==> config.mk <==
export PLATFORM = sky130hd
export DESIGN_NAME = spi_master_ctrl_flat
export DESIGN_NICKNAME = d
export VERILOG_FILES = /design/src/rtl/spi_ctrl_pkg.sv /design/src/rtl/spi_master_ctrl_if.sv /design/src/rtl/spi_dummy_counter.sv /design/src/rtl/spi_master_ctrl.sv /design/src/flat_wrapper.sv
export SDC_FILE = /design/constraint.sdc
export NUM_CORES = 1
export LEC_CHECK = 0
export CAP_MARGIN = 10
export CORE_ASPECT_RATIO = 1.5
export CORE_MARGIN = 8
export CORE_UTILIZATION = 23
export DETAILED_ROUTE_END_ITERATION = 6
export PLACE_DENSITY = 0.46
export SYNTH_ARGS = -nofsm -noshare
export SYNTH_HDL_FRONTEND = slang
export SYNTH_SLANG_ARGS = --single-unit
==> constraint.sdc <==
create_clock -name clk -period 3.7 [get_ports clk]
set_clock_uncertainty 0.1 [all_clocks]
set_input_delay 0.74 -clock clk [delete_from_list [all_inputs] [get_ports clk]]
set_output_delay 0.74 -clock clk [all_outputs]
set_load 0.05 [all_outputs]
==> src/rtl/spi_ctrl_pkg.sv <==
`default_nettype none
// +----------------------------------------------------------------------+
// | spi_ctrl_pkg: shared types, constants and phase-skip helper for the  |
// | SPI master transaction sequencer.                                    |
// | Revision: 1.0                                                        |
// +----------------------------------------------------------------------+
package spi_ctrl_pkg;

  localparam int unsigned c_CS_SEL_W  = 2;
  localparam int unsigned c_CMD_LEN_W = 6;
  localparam int unsigned c_CNT_W     = 16;

  localparam logic [1:0] TXSRC_FIFO = 2'd0;
  localparam logic [1:0] TXSRC_CMD  = 2'd1;
  localparam logic [1:0] TXSRC_ADDR = 2'd2;

  // Encoding order matches phase order; next_phase relies on it.
  typedef enum logic [2:0] {
    ST_IDLE    = 3'd0,
    ST_CMD     = 3'd1,
    ST_ADDR    = 3'd2,
    ST_DUMMY   = 3'd3,
    ST_DATA_WR = 3'd4,
    ST_DATA_RD = 3'd5,
    ST_EOT     = 3'd6
  } state_t;

  // nz = {rd, wr, dummy, addr, cmd} nonzero-length flags
  function automatic state_t next_phase(input state_t cur, input logic [4:0] nz);
    state_t nxt;
    nxt = ST_EOT;
    if (nz[4] && (cur < ST_DATA_RD)) nxt = ST_DATA_RD;
    if (nz[3] && (cur < ST_DATA_WR)) nxt = ST_DATA_WR;
    if (nz[2] && (cur < ST_DUMMY))   nxt = ST_DUMMY;
    if (nz[1] && (cur < ST_ADDR))    nxt = ST_ADDR;
    if (nz[0] && (cur < ST_CMD))     nxt = ST_CMD;
    return nxt;
  endfunction

endpackage
`default_nettype wire

==> src/rtl/spi_master_ctrl_if.sv <==
`default_nettype none
// +----------------------------------------------------------------------+
// | spi_master_ctrl_if: descriptor, shifter and chip-select signals of   |
// | the SPI master sequencer.                                            |
// | Revision: 1.0                                                        |
// +----------------------------------------------------------------------+
interface spi_master_ctrl_if #(
  parameter int NUM_CS = 4,
  parameter int LEN_W  = 16
);
  import spi_ctrl_pkg::*;

  logic                   start;
  logic                   abort;
  logic [c_CS_SEL_W-1:0]  cs_sel;
  logic                   en_quad;
  logic [31:0]            cmd;
  logic [c_CMD_LEN_W-1:0] cmd_len;
  logic [31:0]            addr;
  logic [c_CMD_LEN_W-1:0] addr_len;
  logic [LEN_W-1:0]       dummy_len;
  logic [LEN_W-1:0]       wr_len;
  logic [LEN_W-1:0]       rd_len;
  logic                   spi_rise;
  logic                   tx_done;
  logic                   rx_done;
  logic                   tx_clk_en;
  logic                   rx_clk_en;
  logic                   tx_en;
  logic                   rx_en;
  logic [c_CNT_W-1:0]     tx_counter;
  logic                   tx_counter_upd;
  logic [c_CNT_W-1:0]     rx_counter;
  logic                   rx_counter_upd;
  logic [1:0]             tx_src;
  logic [31:0]            tx_data;
  logic                   en_quad_o;
  logic                   clk_en_o;
  logic [NUM_CS-1:0]      csn;
  logic                   busy;
  logic                   eot;

  modport master (
    input  start, abort, cs_sel, en_quad, cmd, cmd_len, addr, addr_len,
           dummy_len, wr_len, rd_len, spi_rise, tx_done, rx_done,
           tx_clk_en, rx_clk_en,
    output tx_en, rx_en, tx_counter, tx_counter_upd, rx_counter,
           rx_counter_upd, tx_src, tx_data, en_quad_o, clk_en_o, csn,
           busy, eot
  );

  modport slave (
    output start, abort, cs_sel, en_quad, cmd, cmd_len, addr, addr_len,
           dummy_len, wr_len, rd_len, spi_rise, tx_done, rx_done,
           tx_clk_en, rx_clk_en,
    input  tx_en, rx_en, tx_counter, tx_counter_upd, rx_counter,
           rx_counter_upd, tx_src, tx_data, en_quad_o, clk_en_o, csn,
           busy, eot
  );

endinterface
`default_nettype wire

==> src/rtl/spi_dummy_counter.sv <==
`default_nettype none
// +----------------------------------------------------------------------+
// | spi_dummy_counter: counts SPI rising edges during the dummy phase    |
// | and flags the edge that completes the programmed count.              |
// | Revision: 1.0                                                        |
// +----------------------------------------------------------------------+
module spi_dummy_counter #(
  parameter int LEN_W = 16
) (
  input  logic             clk,
  input  logic             rstn,
  input  logic             clear,
  input  logic             spi_rise,
  input  logic [LEN_W-1:0] target,
  output logic             done
);

  logic [LEN_W-1:0] r_count;
  logic [LEN_W-1:0] w_last;

  assign w_last = target - LEN_W'(1);
  assign done   = !clear && spi_rise && (r_count == w_last);

  always_ff @(posedge clk or negedge rstn) begin
    if (!rstn) begin
      r_count <= '0;
    end else if (clear) begin
      r_count <= '0;
    end else if (spi_rise) begin
      r_count <= r_count + LEN_W'(1);
    end
  end

endmodule
`default_nettype wire

==> src/rtl/spi_master_ctrl.sv <==
`default_nettype none
// +----------------------------------------------------------------------+
// | spi_master_ctrl: sequences CMD/ADDR/DUMMY/DATA_WR/DATA_RD phases of  |
// | one SPI transaction and owns chip-select.                            |
// | Revision: 1.0                                                        |
// +----------------------------------------------------------------------+
module spi_master_ctrl
  import spi_ctrl_pkg::*;
#(
  parameter int NUM_CS = 4,
  parameter int LEN_W  = 16
) (
  input logic              clk,
  input logic              rstn,
  spi_master_ctrl_if.master bus
);

  state_t                 r_state;
  state_t                 w_state_next;
  logic                   r_entry;
  logic                   w_entry_next;
  logic                   w_accept;
  logic [4:0]             w_nz_in;
  logic [4:0]             w_nz;
  logic                   w_dummy_done;
  logic                   w_cs_low;

  logic [c_CS_SEL_W-1:0]  r_cs_sel;
  logic                   r_en_quad;
  logic [31:0]            r_cmd;
  logic [c_CMD_LEN_W-1:0] r_cmd_len;
  logic [31:0]            r_addr;
  logic [c_CMD_LEN_W-1:0] r_addr_len;
  logic [LEN_W-1:0]       r_dummy_len;
  logic [LEN_W-1:0]       r_wr_len;
  logic [LEN_W-1:0]       r_rd_len;
  logic                   r_cs_hold_eot;

  assign w_accept = bus.start && !bus.abort && (r_state == ST_IDLE);
  assign w_nz_in  = {bus.rd_len != '0, bus.wr_len != '0, bus.dummy_len != '0,
                     bus.addr_len != '0, bus.cmd_len != '0};
  assign w_nz     = {r_rd_len != '0, r_wr_len != '0, r_dummy_len != '0,
                     r_addr_len != '0, r_cmd_len != '0};

  always_ff @(posedge clk or negedge rstn) begin
    if (!rstn) begin
      r_cs_sel      <= '0;
      r_en_quad     <= 1'b0;
      r_cmd         <= '0;
      r_cmd_len     <= '0;
      r_addr        <= '0;
      r_addr_len    <= '0;
      r_dummy_len   <= '0;
      r_wr_len      <= '0;
      r_rd_len      <= '0;
      r_cs_hold_eot <= 1'b0;
    end else if (w_accept) begin
      r_cs_sel      <= bus.cs_sel;
      r_en_quad     <= bus.en_quad;
      r_cmd         <= bus.cmd;
      r_cmd_len     <= bus.cmd_len;
      r_addr        <= bus.addr;
      r_addr_len    <= bus.addr_len;
      r_dummy_len   <= bus.dummy_len;
      r_wr_len      <= bus.wr_len;
      r_rd_len      <= bus.rd_len;
      // An empty transaction keeps CS low through its single EOT cycle.
      r_cs_hold_eot <= (w_nz_in == 5'b0);
    end
  end

  spi_dummy_counter #(
    .LEN_W (LEN_W)
  ) u_dummy_counter (
    .clk      (clk),
    .rstn     (rstn),
    .clear    (r_state != ST_DUMMY),
    .spi_rise (bus.spi_rise),
    .target   (r_dummy_len),
    .done     (w_dummy_done)
  );

  always_ff @(posedge clk or negedge rstn) begin
    if (!rstn) begin
      r_state <= ST_IDLE;
      r_entry <= 1'b0;
    end else begin
      r_state <= w_state_next;
      r_entry <= w_entry_next;
    end
  end

  always_comb begin
    w_state_next       = r_state;
    bus.tx_en          = 1'b0;
    bus.rx_en          = 1'b0;
    bus.tx_counter     = '0;
    bus.tx_counter_upd = 1'b0;
    bus.rx_counter     = '0;
    bus.rx_counter_upd = 1'b0;
    bus.tx_src         = TXSRC_FIFO;
    bus.tx_data        = '0;
    bus.en_quad_o      = 1'b0;
    bus.clk_en_o       = 1'b0;
    bus.eot            = 1'b0;
    w_cs_low           = 1'b1;

    case (r_state)
      ST_IDLE: begin
        w_cs_low = 1'b0;
        if (bus.start) w_state_next = next_phase(ST_IDLE, w_nz_in);
      end
      ST_CMD, ST_ADDR, ST_DATA_WR: begin
        bus.tx_en          = !r_entry;
        bus.tx_counter_upd = r_entry;
        bus.clk_en_o       = bus.tx_clk_en;
        if (r_entry) begin
          bus.tx_counter = (r_state == ST_CMD)  ? c_CNT_W'(r_cmd_len)  :
                           (r_state == ST_ADDR) ? c_CNT_W'(r_addr_len) :
                                                  c_CNT_W'(r_wr_len);
        end
        if (r_state == ST_CMD) begin
          bus.tx_src  = TXSRC_CMD;
          bus.tx_data = r_cmd;
        end else if (r_state == ST_ADDR) begin
          bus.tx_src    = TXSRC_ADDR;
          bus.tx_data   = r_addr;
          bus.en_quad_o = r_en_quad;
        end else begin
          bus.en_quad_o = r_en_quad;
        end
        if (!r_entry && bus.tx_done) w_state_next = next_phase(r_state, w_nz);
      end
      ST_DUMMY: begin
        bus.clk_en_o = 1'b1;
        if (w_dummy_done) w_state_next = next_phase(r_state, w_nz);
      end
      ST_DATA_RD: begin
        bus.rx_en          = !r_entry;
        bus.rx_counter_upd = r_entry;
        bus.en_quad_o      = r_en_quad;
        bus.clk_en_o       = bus.rx_clk_en;
        if (r_entry) bus.rx_counter = c_CNT_W'(r_rd_len);
        if (!r_entry && bus.rx_done) w_state_next = next_phase(r_state, w_nz);
      end
      ST_EOT: begin
        bus.eot      = 1'b1;
        w_cs_low     = r_cs_hold_eot;
        w_state_next = ST_IDLE;
      end
      default: begin
        w_cs_low     = 1'b0;
        w_state_next = ST_IDLE;
      end
    endcase

    if (bus.abort) w_state_next = ST_IDLE;
    // Every state change lands in a fresh phase, so it opens an entry cycle.
    w_entry_next = (w_state_next != r_state);
  end

  assign bus.busy = (r_state != ST_IDLE);

  for (genvar gi = 0; gi < NUM_CS; gi++) begin : g_csn
    assign bus.csn[gi] = ~(w_cs_low && (r_cs_sel == c_CS_SEL_W'(gi)));
  end

endmodule
`default_nettype wire

==> src/flat_wrapper.sv <==
// flat-port wrapper written by rule: the top's interface ports become plain ports
module spi_master_ctrl_flat import spi_ctrl_pkg::*;
#(
  parameter int NUM_CS = 4,
  parameter int LEN_W  = 16
)
  (clk, rstn, bus_start, bus_abort, bus_cs_sel, bus_en_quad, bus_cmd, bus_cmd_len, bus_addr, bus_addr_len, bus_dummy_len, bus_wr_len, bus_rd_len, bus_spi_rise, bus_tx_done, bus_rx_done, bus_tx_clk_en, bus_rx_clk_en, bus_tx_en, bus_rx_en, bus_tx_counter, bus_tx_counter_upd, bus_rx_counter, bus_rx_counter_upd, bus_tx_src, bus_tx_data, bus_en_quad_o, bus_clk_en_o, bus_csn, bus_busy, bus_eot);
  spi_master_ctrl_if #(.NUM_CS(NUM_CS), .LEN_W(LEN_W)) bus_i ();
  input logic clk;
  input logic rstn;
  input wire logic [$bits(bus_i.start)-1:0] bus_start;
  input wire logic [$bits(bus_i.abort)-1:0] bus_abort;
  input wire logic [$bits(bus_i.cs_sel)-1:0] bus_cs_sel;
  input wire logic [$bits(bus_i.en_quad)-1:0] bus_en_quad;
  input wire logic [$bits(bus_i.cmd)-1:0] bus_cmd;
  input wire logic [$bits(bus_i.cmd_len)-1:0] bus_cmd_len;
  input wire logic [$bits(bus_i.addr)-1:0] bus_addr;
  input wire logic [$bits(bus_i.addr_len)-1:0] bus_addr_len;
  input wire logic [$bits(bus_i.dummy_len)-1:0] bus_dummy_len;
  input wire logic [$bits(bus_i.wr_len)-1:0] bus_wr_len;
  input wire logic [$bits(bus_i.rd_len)-1:0] bus_rd_len;
  input wire logic [$bits(bus_i.spi_rise)-1:0] bus_spi_rise;
  input wire logic [$bits(bus_i.tx_done)-1:0] bus_tx_done;
  input wire logic [$bits(bus_i.rx_done)-1:0] bus_rx_done;
  input wire logic [$bits(bus_i.tx_clk_en)-1:0] bus_tx_clk_en;
  input wire logic [$bits(bus_i.rx_clk_en)-1:0] bus_rx_clk_en;
  output wire logic [$bits(bus_i.tx_en)-1:0] bus_tx_en;
  output wire logic [$bits(bus_i.rx_en)-1:0] bus_rx_en;
  output wire logic [$bits(bus_i.tx_counter)-1:0] bus_tx_counter;
  output wire logic [$bits(bus_i.tx_counter_upd)-1:0] bus_tx_counter_upd;
  output wire logic [$bits(bus_i.rx_counter)-1:0] bus_rx_counter;
  output wire logic [$bits(bus_i.rx_counter_upd)-1:0] bus_rx_counter_upd;
  output wire logic [$bits(bus_i.tx_src)-1:0] bus_tx_src;
  output wire logic [$bits(bus_i.tx_data)-1:0] bus_tx_data;
  output wire logic [$bits(bus_i.en_quad_o)-1:0] bus_en_quad_o;
  output wire logic [$bits(bus_i.clk_en_o)-1:0] bus_clk_en_o;
  output wire logic [$bits(bus_i.csn)-1:0] bus_csn;
  output wire logic [$bits(bus_i.busy)-1:0] bus_busy;
  output wire logic [$bits(bus_i.eot)-1:0] bus_eot;
  assign bus_i.start = bus_start;
  assign bus_i.abort = bus_abort;
  assign bus_i.cs_sel = bus_cs_sel;
  assign bus_i.en_quad = bus_en_quad;
  assign bus_i.cmd = bus_cmd;
  assign bus_i.cmd_len = bus_cmd_len;
  assign bus_i.addr = bus_addr;
  assign bus_i.addr_len = bus_addr_len;
  assign bus_i.dummy_len = bus_dummy_len;
  assign bus_i.wr_len = bus_wr_len;
  assign bus_i.rd_len = bus_rd_len;
  assign bus_i.spi_rise = bus_spi_rise;
  assign bus_i.tx_done = bus_tx_done;
  assign bus_i.rx_done = bus_rx_done;
  assign bus_i.tx_clk_en = bus_tx_clk_en;
  assign bus_i.rx_clk_en = bus_rx_clk_en;
  assign bus_tx_en = bus_i.tx_en;
  assign bus_rx_en = bus_i.rx_en;
  assign bus_tx_counter = bus_i.tx_counter;
  assign bus_tx_counter_upd = bus_i.tx_counter_upd;
  assign bus_rx_counter = bus_i.rx_counter;
  assign bus_rx_counter_upd = bus_i.rx_counter_upd;
  assign bus_tx_src = bus_i.tx_src;
  assign bus_tx_data = bus_i.tx_data;
  assign bus_en_quad_o = bus_i.en_quad_o;
  assign bus_clk_en_o = bus_i.clk_en_o;
  assign bus_csn = bus_i.csn;
  assign bus_busy = bus_i.busy;
  assign bus_eot = bus_i.eot;
  spi_master_ctrl #(.NUM_CS(NUM_CS), .LEN_W(LEN_W)) u_core (.clk(clk), .rstn(rstn), .bus(bus_i));
endmodule
# Word level (Yosys, flattened, before mapping)
# Cells that the tools add are included.
# Widths: inputs -> output; s select.
[word_totals]
ff_bits = 148
latchBits = 0
ramBits = 0
mem_bits_ro = 0
in_bits = 136
out_inout_bits = 78
elab_cells = 110
memories = 0
[op_classes]
n_addsub = 2
n_mul = 0
div = 0
magnitude_cmp = 5
n_eq_ne = 12
n_shift = 0
muxes = 39
bitwise_logic = 4
reduce_logical = 35
[ops]
columns = ["cell", "n"]
rows = [
  ["$mux 16", 8],
  ["$mux 32", 3],
  ["$reduce_bool 16->1", 6],
  ["$mux 3", 11],
  ["$reduce_bool 6->1", 4],
  ["$add 16x1->16 const B", 1],
  ["$eq 16x16->1", 1],
  ["$sub 16x1->16 const B", 1],
  ["$logic_and 1x1->1", 15],
  ["$mux 2", 7],
  ["$pmux 3 s4", 1],
  ["$eq 3x3->1 const B", 3],
  ["$eq 3x2->1 const B", 2],
  ["$lt 3x2->1 const B", 2],
  ["$lt 3x3->1 const B", 2],
  ["$mux 1", 6],
  ["$logic_not 5->1", 1],
  ["$reduce_or 5->1", 1],
  ["$eq 2x2->1 const B", 2],
  ["$not 1->1", 4],
  ["$pmux 1 s2", 2],
  ["$eq 3x1->1 const B", 1],
  ["$logic_not 1->1", 3],
  ["$logic_not 3->1", 1],
  ["9 further kinds", 9],
]

# Logic depth before layout (Yosys ltp)
# Gate-level depths: netlist (run 1).
[depth]
ltp_word = 11
depth_mapped = 11
depth_no_buf = 10

# Cells and area by module
# A second synthesis (run 1) with hierarchy kept.
[unflattened]
hier_cells = 679
hier_area_um2 = 7744.9
[by_module_without_submodules]
columns = ["module", "instances", "cells_each", "area_each_um2", "seq_area_each_um2"]
rows = [
  ["spi_master_ctrl", 1, 513, 6343.6, 3303.2],
  ["spi_dummy_counter", 1, 166, 1401.3, 400.4],
]

# Worst setup path before layout (run 1)
# Ideal clock, no wire load.
[synth_path]
path_type = "register to output"
from = "reg u_core.r_state[1]"
to = "out bus_tx_counter[2]"
arrival_ps = 2932
t_required_ps = 2860
setup_slack_ps = -72
stages_incl_launch_ff = 6
path_buffers = 2
cell_sequence = "dfrtp_1 -> clkbuf_1 -> nor3b_1 -> clkbuf_1 -> mux2i_1 -> a211oi_1"
[synth_via]
elab_chain_len = 5
word_cells_on_any_way = 8
classes_between = "3 x eq/ne; 4 x mux; 1 x reduce/logical"
[synth_rtl]
columns = ["item", "line", "rtl"]
rows = [
  ["from (decl)", "spi_master_ctrl.sv:18", "state_t r_state;"],
  ["from (signal assigned)", "spi_master_ctrl.sv:88", "r_state <= w_state_next;"],
  ["$eq 3x2->1", "spi_master_ctrl.sv:108, spi_master_ctrl.sv:119", ""],
  ["$mux 16", "spi_master_ctrl.sv:119", "(r_state == ST_ADDR) ? c_CNT_W'(r_addr_len) :"],
  ["$mux 16", "spi_master_ctrl.sv:118", "bus.tx_counter = (r_state == ST_CMD) ? c_CNT_W'(r_cmd_len) :"],
  ["$mux 16", "spi_master_ctrl.sv:117", "if (r_entry) begin"],
  ["$mux 16 (*)", "spi_master_ctrl.sv:108", "case (r_state)"],
  ["to (decl)", "flat_wrapper.sv:29", "output wire logic [$bits(bus_i.tx_counter)-1:0] bus_tx_counter;"],
]
# Mark *: on every way between the ends. The rest lies on a longest branch, timed or not.

# Final worst setup path (run 1)
[layout_path]
from = "reg u_core.r_state[2]"
to = "out bus_csn[0]"
[layout_via]
elab_chain_len = 5
word_cells_on_any_way = 10
classes_between = "6 x eq/ne; 1 x mux; 1 x bitwise; 2 x reduce/logical"
[layout_rtl]
columns = ["item", "line", "rtl"]
rows = [
  ["$eq 3x3->1, or another cell as far along", "spi_master_ctrl.sv:108", ""],
  ["$reduce_or 5->1 (no line)", "--", ""],
  ["$pmux 1 s2 (*)", "spi_master_ctrl.sv:108", ""],
  ["$logic_and 1x1->1 (*)", "spi_master_ctrl.sv:165", "assign bus.csn[gi] = ~(w_cs_low && (r_cs_sel == c_CS_SEL_W'(gi)));"],
  ["$not 1->1 (*)", "spi_master_ctrl.sv:165", ""],
  ["to (decl)", "flat_wrapper.sv:37", "output wire logic [$bits(bus_i.csn)-1:0] bus_csn;"],
]
# Marked as above.

==> out/qor.txt, run 1 <==
Outcome: finished, final reports clean
Max Clock Freq: 0.2912 GHz
Die area: 39010 um2
WL/cell: 19.30 um
Clock tree from TritonCTS: yes
#FFs+latches synth: 148
Area grow syn2layout: 45.84%
Vias post-DR: 6033
Worst slew margin: 0.5805
Critical path data arrival time: 2.59 ns
Max Fanout on Critical Path: 11
TritonCTS buffer count: 17
Initial Util: 0.2321
Area leader, netlist: dfrtp_1
Final antenna-violating net count: 0
Synth cell types: 58
Iteration count of the initial detailed-routing pass: 5
GP Congestion: 0.8227
WS Path Type: flip-flop to primary output
Min Clock Period, post-route: 3.435 ns
Largest net degree at the start of global routing: 76
Setup TNS: 0 ns
Post-synth top cells: 148 x dfrtp_1, 124 x mux2_2, 39 x nor2_1, 34 x clkbuf_1, 34 x nand2_1
Prevailing post-synth register cell: dfrtp_1
Critical path endpoint category: primary output
Cell family with most CP delay: buffers and inverters
Worst-path cell chain: nor3_1 > a21oi_1 > nor2b_1 > nand2b_1 > clkdlybuf4s50_1
Layout cells sized above 1: 0.2898
Core area: 32530 um2
Vias in the first global route: 6550
Fill cells: 3300
Critical Path Max Stage Delay: 0.79 ns
Max-Cap Viols: 0
Hold violation total from the final report: 0
Crit start category: flip-flop
GR Overflow Total: 0
Fraction of registers with async set/reset: 1.000
Count leader, synth: dfrtp_1
Row cnt: 81
Unrepaired setup endpoints after global routing: false
# DRC: 0
Total clock sinks: 148
Setup bufs post-CTS: 0
Avg Cell Area, Syn: 11.37 um2
Final Max Tran Viols: 0
Routed WL: 24.99 mm
Die X: 164.0 um
Final #Nets: 1005
Initial antenna violation count: 3
Yosys warns: 0
Die H: 237.9 um
Port bufs: 213
Crit path buffers/inverters: 1
Clk slew on worst S/H paths: 0.07 ns
Post-synth EDFFs: 0
Endpoints failing setup: 0
P per Cell Area: 556.0 nW/um2
Vias per std cell: 4.659
Final WS setup: 0.2653 ns
First-pass GRT wire length: 39.10 mm
Worst EP required: 2.86 ns
Lkg Pwr: 0.004339 uW
Synth area leaders: dfrtp_1 49%, mux2_2 18%, a22o_1 3.8%
Detailed placement HPWL: 19.11 mm
Total Routing Usage GR: 0.1318
PostCTS Resize Cnt: 0
Drt first-iter violations: 258
Worst-margin pin slew: 0.6292 ns
Synth Instances: 664
Top-area cell type share of the netlist area: 0.4904
CTS H-Tree Depth: 4
Sequential element share of the synthesized area: 0.4904
Hold Crit Class: input port to async pin
Pre-CTS WS: 0.4140 ns
Max Buffers Root-to-Sink: 2
Cell Area, Synth: 7552 um2
I/O Pins: 214
Fin crit share: 0.9283
Worst-Skew Late Latency: 0.44 ns
Maximum VDD drop: 0.3196 mV
Root Buffer: clkbuf_16
ANT cells: 0
Hold buffer count at CTS: 0
Syn nets: 802
CP max-delay cell: clkdlybuf4s50_1
-- final cells by class --
type | count | area (um2) | area share
clock buffers | 24 | 501.7 | 0.04555
clock inverters | 8 | 96.34 | 0.008747
inverters | 12 | 45.04 | 0.004090
multi-input cells | 463 | 3670 | 0.3332
flip-flops and latches | 148 | 3706 | 0.3365
well taps | 415 | 519.2 | 0.04714
repair buffers | 225 | 2476 | 0.2248
-- cells by family after synthesis --
logic type	share of synthesized area
AND/OR/NAND/NOR	0.1377
AO/OA/AOI/OAI	0.1100
flip-flops	0.4904
multiplexers	0.1981
buffers and inverters	0.02800
adder cells (fa/ha/maj)	0.003313
XOR/XNOR	0.03247
-- registers in the layout (all words and copies together), names as in the netlist --
signal and flops:
u_core.r_state 3, u_core.r_wr_len 16, u_core.r_addr 32, u_core.r_cmd 32, u_core.r_dummy_len 16, u_core.r_rd_len 16
u_core.r_cs_hold_eot 1, u_core.r_en_quad 1, u_core.r_cs_sel 2, u_core.r_entry 1, u_core.r_addr_len 6, u_core.u_dummy_counter.r_count 16
u_core.r_cmd_len 6
-- through the flow --
stage / util / instances / hold WS (ns) / instance area, um2 / power (uW)
after global placement: 0.3201 / 1263 / 0.3908 / 10410 / 4380
after floorplan: - / 664 / 0.3444 / 7572 / 3622
final: 0.3386 / 1295 / 0.2019 / 11010 / 6123
after detailed placement: 0.3201 / 1263 / 0.3962 / 10410 / 4398
after CTS: 0.3385 / 1295 / 0.2057 / 11010 / 6226
after global routing: 0.3386 / 1295 / 0.2361 / 11010 / 6460
-- placed cells by master, fill, tap and decap left out, drive strengths merged, types with 4 or more instances in the layout --
cell           netlist  final
clkbuf              34     24
a22o                33     33
inv                 11     12
buf                  7     82
a41oi                4      4
nor3                 7      7
xnor2               10     10
nand3               15     15
nand4                8      8
nand2               34     34
or3                  7      7
nor4                29     29
xor2                18     18
o31ai                5      5
clkinv               1      5
a211oi               8      8
mux2               124    124
nor2                40     40
a21oi               17     17
and2                27     27
mux2i               10     10
and3                 4      4
dfrtp              148    148
o21ai               17     17
clkdlybuf4s50        0    143
-- routing by layer --
layer | global-route usage | share of wire | vias to the layer above
li1 | - | - | 2843
met1 | 0.1380 | 0.37 | 2973
met2 | 0.2333 | 0.53 | 169
met3 | 0.04451 | 0.068 | 42
met4 | 0.05996 | 0.029 | 6
met5 | 0 | 0.0014 | -
-- final timing paths --
kind	start	endpoint	slack (ns)	depth (start not counted)
worst min-delay path	rstn	u_core.r_addr[7]$_DFFE_PN0P_	0.20	1
min in group clk	u_core.r_addr[23]$_DFFE_PN0P_	u_core.r_addr[23]$_DFFE_PN0P_	0.40	1
worst max register to register	u_core.r_dummy_len[3]$_DFFE_PN0P_	u_core.r_state[0]$_DFF_PN0_	0.55	8
max in group asynchronous	rstn	u_core.r_cmd[18]$_DFFE_PN0P_	2.48	2
worst min register to register	u_core.r_addr[23]$_DFFE_PN0P_	u_core.r_addr[23]$_DFFE_PN0P_	0.40	1
worst max-delay path	u_core.r_state[2]$_DFF_PN0_	bus_csn[0]	0.27	5
-- worst register-to-register path, stage by stage (launching register included) --
cell	delay, ns
dfrtp_1	0.46
nor4_4	0.63
nand3_2	0.21
or4_4	0.53
a2111oi_4	0.36
o2111ai_2	0.20
nor2_4	0.20
a211oi_1	0.10
o31a_1	0.24
-- report_power, final --
part           switching [uW]  internal [uW]
Sequential                347           2050
Combinational            1030            914
Clock                     702           1080
(Power assumes the default switching activity.)
==> inputs of run 2 (changes only) <==
Settings changed: REMOVE_ABC_BUFFERS set to 1.
==> run 2 against run 1 <==
  * Clock power rose by 3%
  * Power rose by 1.5%
  * Register-to-register slack improved by 0.07 ns
  * Global-route usage rose by 0.64 points
  * Routed wire length rose by 5.8%
  * Cell area rose by 0.22%
  * Worst setup slack got worse by 0.11 ns
  * Non-clock buffer count rose by 14
  * First-iteration DRC count fell by 4.3%
  * Combinational power rose by 3%
  * Hold slack got worse by 0.088 ns
  * Sequential cell count did not move
  * Critical endpoint is now bus_en_quad_o
  * Largest cell class unchanged
==> out/qor.txt, run 2 (same netlist as run 1, synthesis figures left out) <==
Final Hold Slack: 0.1142 ns (-0.08762 ns)
Detailed placement HPWL: 20.71 mm (+8.4%)
Max Clock Freq: 0.2818 GHz (-3.2%)
TritonCTS buffer count: 17 (unchanged)
Critical path endpoint category: primary output
Hold Crit Class: input port to async pin
Outcome: finished, final reports clean
Vias in the first global route: 6774 (+3.4%)
Initial antenna violation count: 5 (+2)
Die X: 164.0 um (unchanged)
Total Routing Usage GR: 0.1381 (+0.006364)
Crit start category: flip-flop
Crit path buffers/inverters: 2 (+1)
Total clock sinks: 148 (unchanged)
Drt first-iter violations: 247 (-4.3%)
Row cnt: 81 (unchanged)
Port bufs: 213 (unchanged)
Clk pwr share: 0.296 (+0.005)
Worst slew margin: 0.4454 (-0.1351)
Hold buffer count at CTS: 0 (unchanged)
Sw frac: 0.3451 (+0.005539)
Die area: 39010 um2 (unchanged)
Routed WL: 26.44 mm (+5.8%)
Worst-path cell chain: buf_4 > nor3b_2 > o21a_1 > clkdlybuf4s50_1
Final core occ: 0.3393 (+0.0007310)
GR Overflow Total: 0 (unchanged)
Cell family with most CP delay: buffers and inverters
NetSw: 2145 uW (+3.2%)
Comb power frac: 0.320 (+0.003)
Core area: 32530 um2 (unchanged)
Critical Path Max Stage Delay: 0.82 ns (+0.03 ns)
Iteration count of the initial detailed-routing pass: 4 (-1)
Critical path data arrival time: 2.71 ns (+0.12 ns)
P per Cell Area: 563.1 nW/um2 (+1.3%)
GP Congestion: 0.8480 (+3.1%)
Highest-count cells in the layout ignoring fill and taps: 148 x dfrtp_1, 141 x clkdlybuf4s50_1, 124 x mux2_2
Fin crit share: 0.9591 (+0.03079)
I/O Pins: 214 (unchanged)
First-pass GRT wire length: 40.65 mm (+4.0%)
WL/cell: 20.18 um (+4.6%)
Fill cells: 3339 (+1.2%)
Largest net degree at the start of global routing: 77 (+1.3%)
Hold violation total from the final report: 0 (unchanged)
Root Buffer: clkbuf_16
Area grow syn2layout: 46.16%
Top flop regs: u_core.r_addr (32), u_core.r_cmd (32)
Maximum VDD drop: 0.2997 mV (-6.2%)
Vias per std cell: 4.694 (+0.76%)
Final #Nets: 1019 (+1.4%)
Unrepaired setup endpoints after global routing: false
Worst EP required: 2.86 ns (about the same)
Clk slew on worst S/H paths: 0.07 ns (about the same)
Lkg Pwr: 0.004414 uW (+1.7%)
WS Path Type: flip-flop to primary output
Clock tree from TritonCTS: yes
Endpoints failing setup: 0 (unchanged)
Max-Cap Viols: 0 (unchanged)
Max Fanout on Critical Path: 10 (-1)
Final Max Tran Viols: 0 (unchanged)
Int Pwr: 4070 uW (+0.65%)
Die H: 237.9 um (unchanged)
Worst-Skew Late Latency: 0.44 ns (about the same)
Vias post-DR: 6149 (+1.9%)
Initial Util: 0.2321 (unchanged)
Max Buffers Root-to-Sink: 2 (unchanged)
CP max-delay cell: clkdlybuf4s50_1
Layout cells sized above 1: 0.2953 (+0.005529)
Commonest non-fill, non-tap cell in the layout: dfrtp_1
Min Clock Period, post-route: 3.549 ns (+0.1139 ns)
# DRC: 0 (unchanged)
Final antenna-violating net count: 0 (unchanged)
Worst-margin pin slew: 0.8243 ns (+0.1951 ns)
CTS H-Tree Depth: 4 (unchanged)
Sequential share of power: 0.384 (-0.007)
[run 2: cell count changes in the layout (fill, tap and decap cells not counted), sizes merged, moves of 2 or more]
cell           change
inv                +3
buf               +13
clkbuf             -6
clkdlybuf4s50      -2
dlymetal6s2s       +3
[run 2: area by class of cell]
class                      count  area, um2  area share
multi-input combinational    463       3650      0.3307
antenna                        1      2.502   0.0002267
tap                          415      519.2     0.04704
timing repair buffer         239       2504      0.2268
clock inverter                14      175.2     0.01587
inverter                      12      45.04    0.004081
sequential                   148       3704      0.3355
clock buffer                  18      439.2     0.03979
[run 2: worst register-to-register path, cell delays in order, from the launching register on]
cell     delay (ns)
dfrtp_1        0.45
inv_1          0.11
ha_1           0.33
buf_4          0.24
nor4b_1        0.34
nand4_1        0.24
a22o_1         0.31
and3_1         0.15
o21ai_0        0.25
o21ai_0        0.13
o31ai_1        0.22
nand3_1        0.10
[run 2: final timing paths]
check	slack (ns)	cells after the start	start	endpoint
min in group clk	0.41	1	u_core.r_cmd[14]$_DFFE_PN0P_	u_core.r_cmd[14]$_DFFE_PN0P_
min reg2reg	0.41	1	u_core.r_cmd[14]$_DFFE_PN0P_	u_core.r_cmd[14]$_DFFE_PN0P_
min	0.11	1	rstn	u_core.r_dummy_len[4]$_DFFE_PN0P_
max in group asynchronous	2.53	2	rstn	u_core.r_addr[8]$_DFFE_PN0P_
max reg2reg	0.62	11	u_core.r_dummy_len[0]$_DFFE_PN0P_	u_core.r_entry$_DFF_PN0_
max	0.15	4	u_core.r_state[2]$_DFF_PN0_	bus_en_quad_o
[run 2: per-stage QoR]
stage / total power [uW] / setup WS [ns] / instance area (um2) / std cells / TNS (ns)
after floorplan: 3624 / -3.606 / 7386 / 623 / -585.77
after global placement: 4426 / 0.3770 / 10410 / 1276 / 0
after detailed placement: 4440 / 0.4339 / 10410 / 1277 / 0
after CTS: 6329 / 0.03984 / 11030 / 1309 / 0
after global routing: 6546 / 0.02195 / 11040 / 1310 / 0
final: 6215 / 0.1514 / 11040 / 1310 / 0
[run 2: layer usage]
metal,vias to the layer above,global-route usage,wire length (um)
met4,6,0.05167,621
met5,-,0,33
li1,2870,-,-
met1,3058,0.1372,9242
met2,175,0.2538,14520
met3,40,0.05313,2018
[run 2: power groups by stage]
stage / Combinational [uW] / Sequential [uW] / Clock, uW
6_report: 1990 / 2390 / 1840
3_3_place_gp: 2000 / 2420 / 0
3_5_place_dp: 2020 / 2420 / 0
4_1_cts: 2030 / 2400 / 1910
2_1_floorplan: 1310 / 2310 / 0
5_1_grt: 2130 / 2460 / 1960
[run 2: repair_timing]
item | 4_1_cts | 5_1_grt
buffers inserted | 0 | 0
setup endpoints to repair | 0 | 3
resized for setup | 0 | 3
endpoints found under the hold margin | 0 | 0
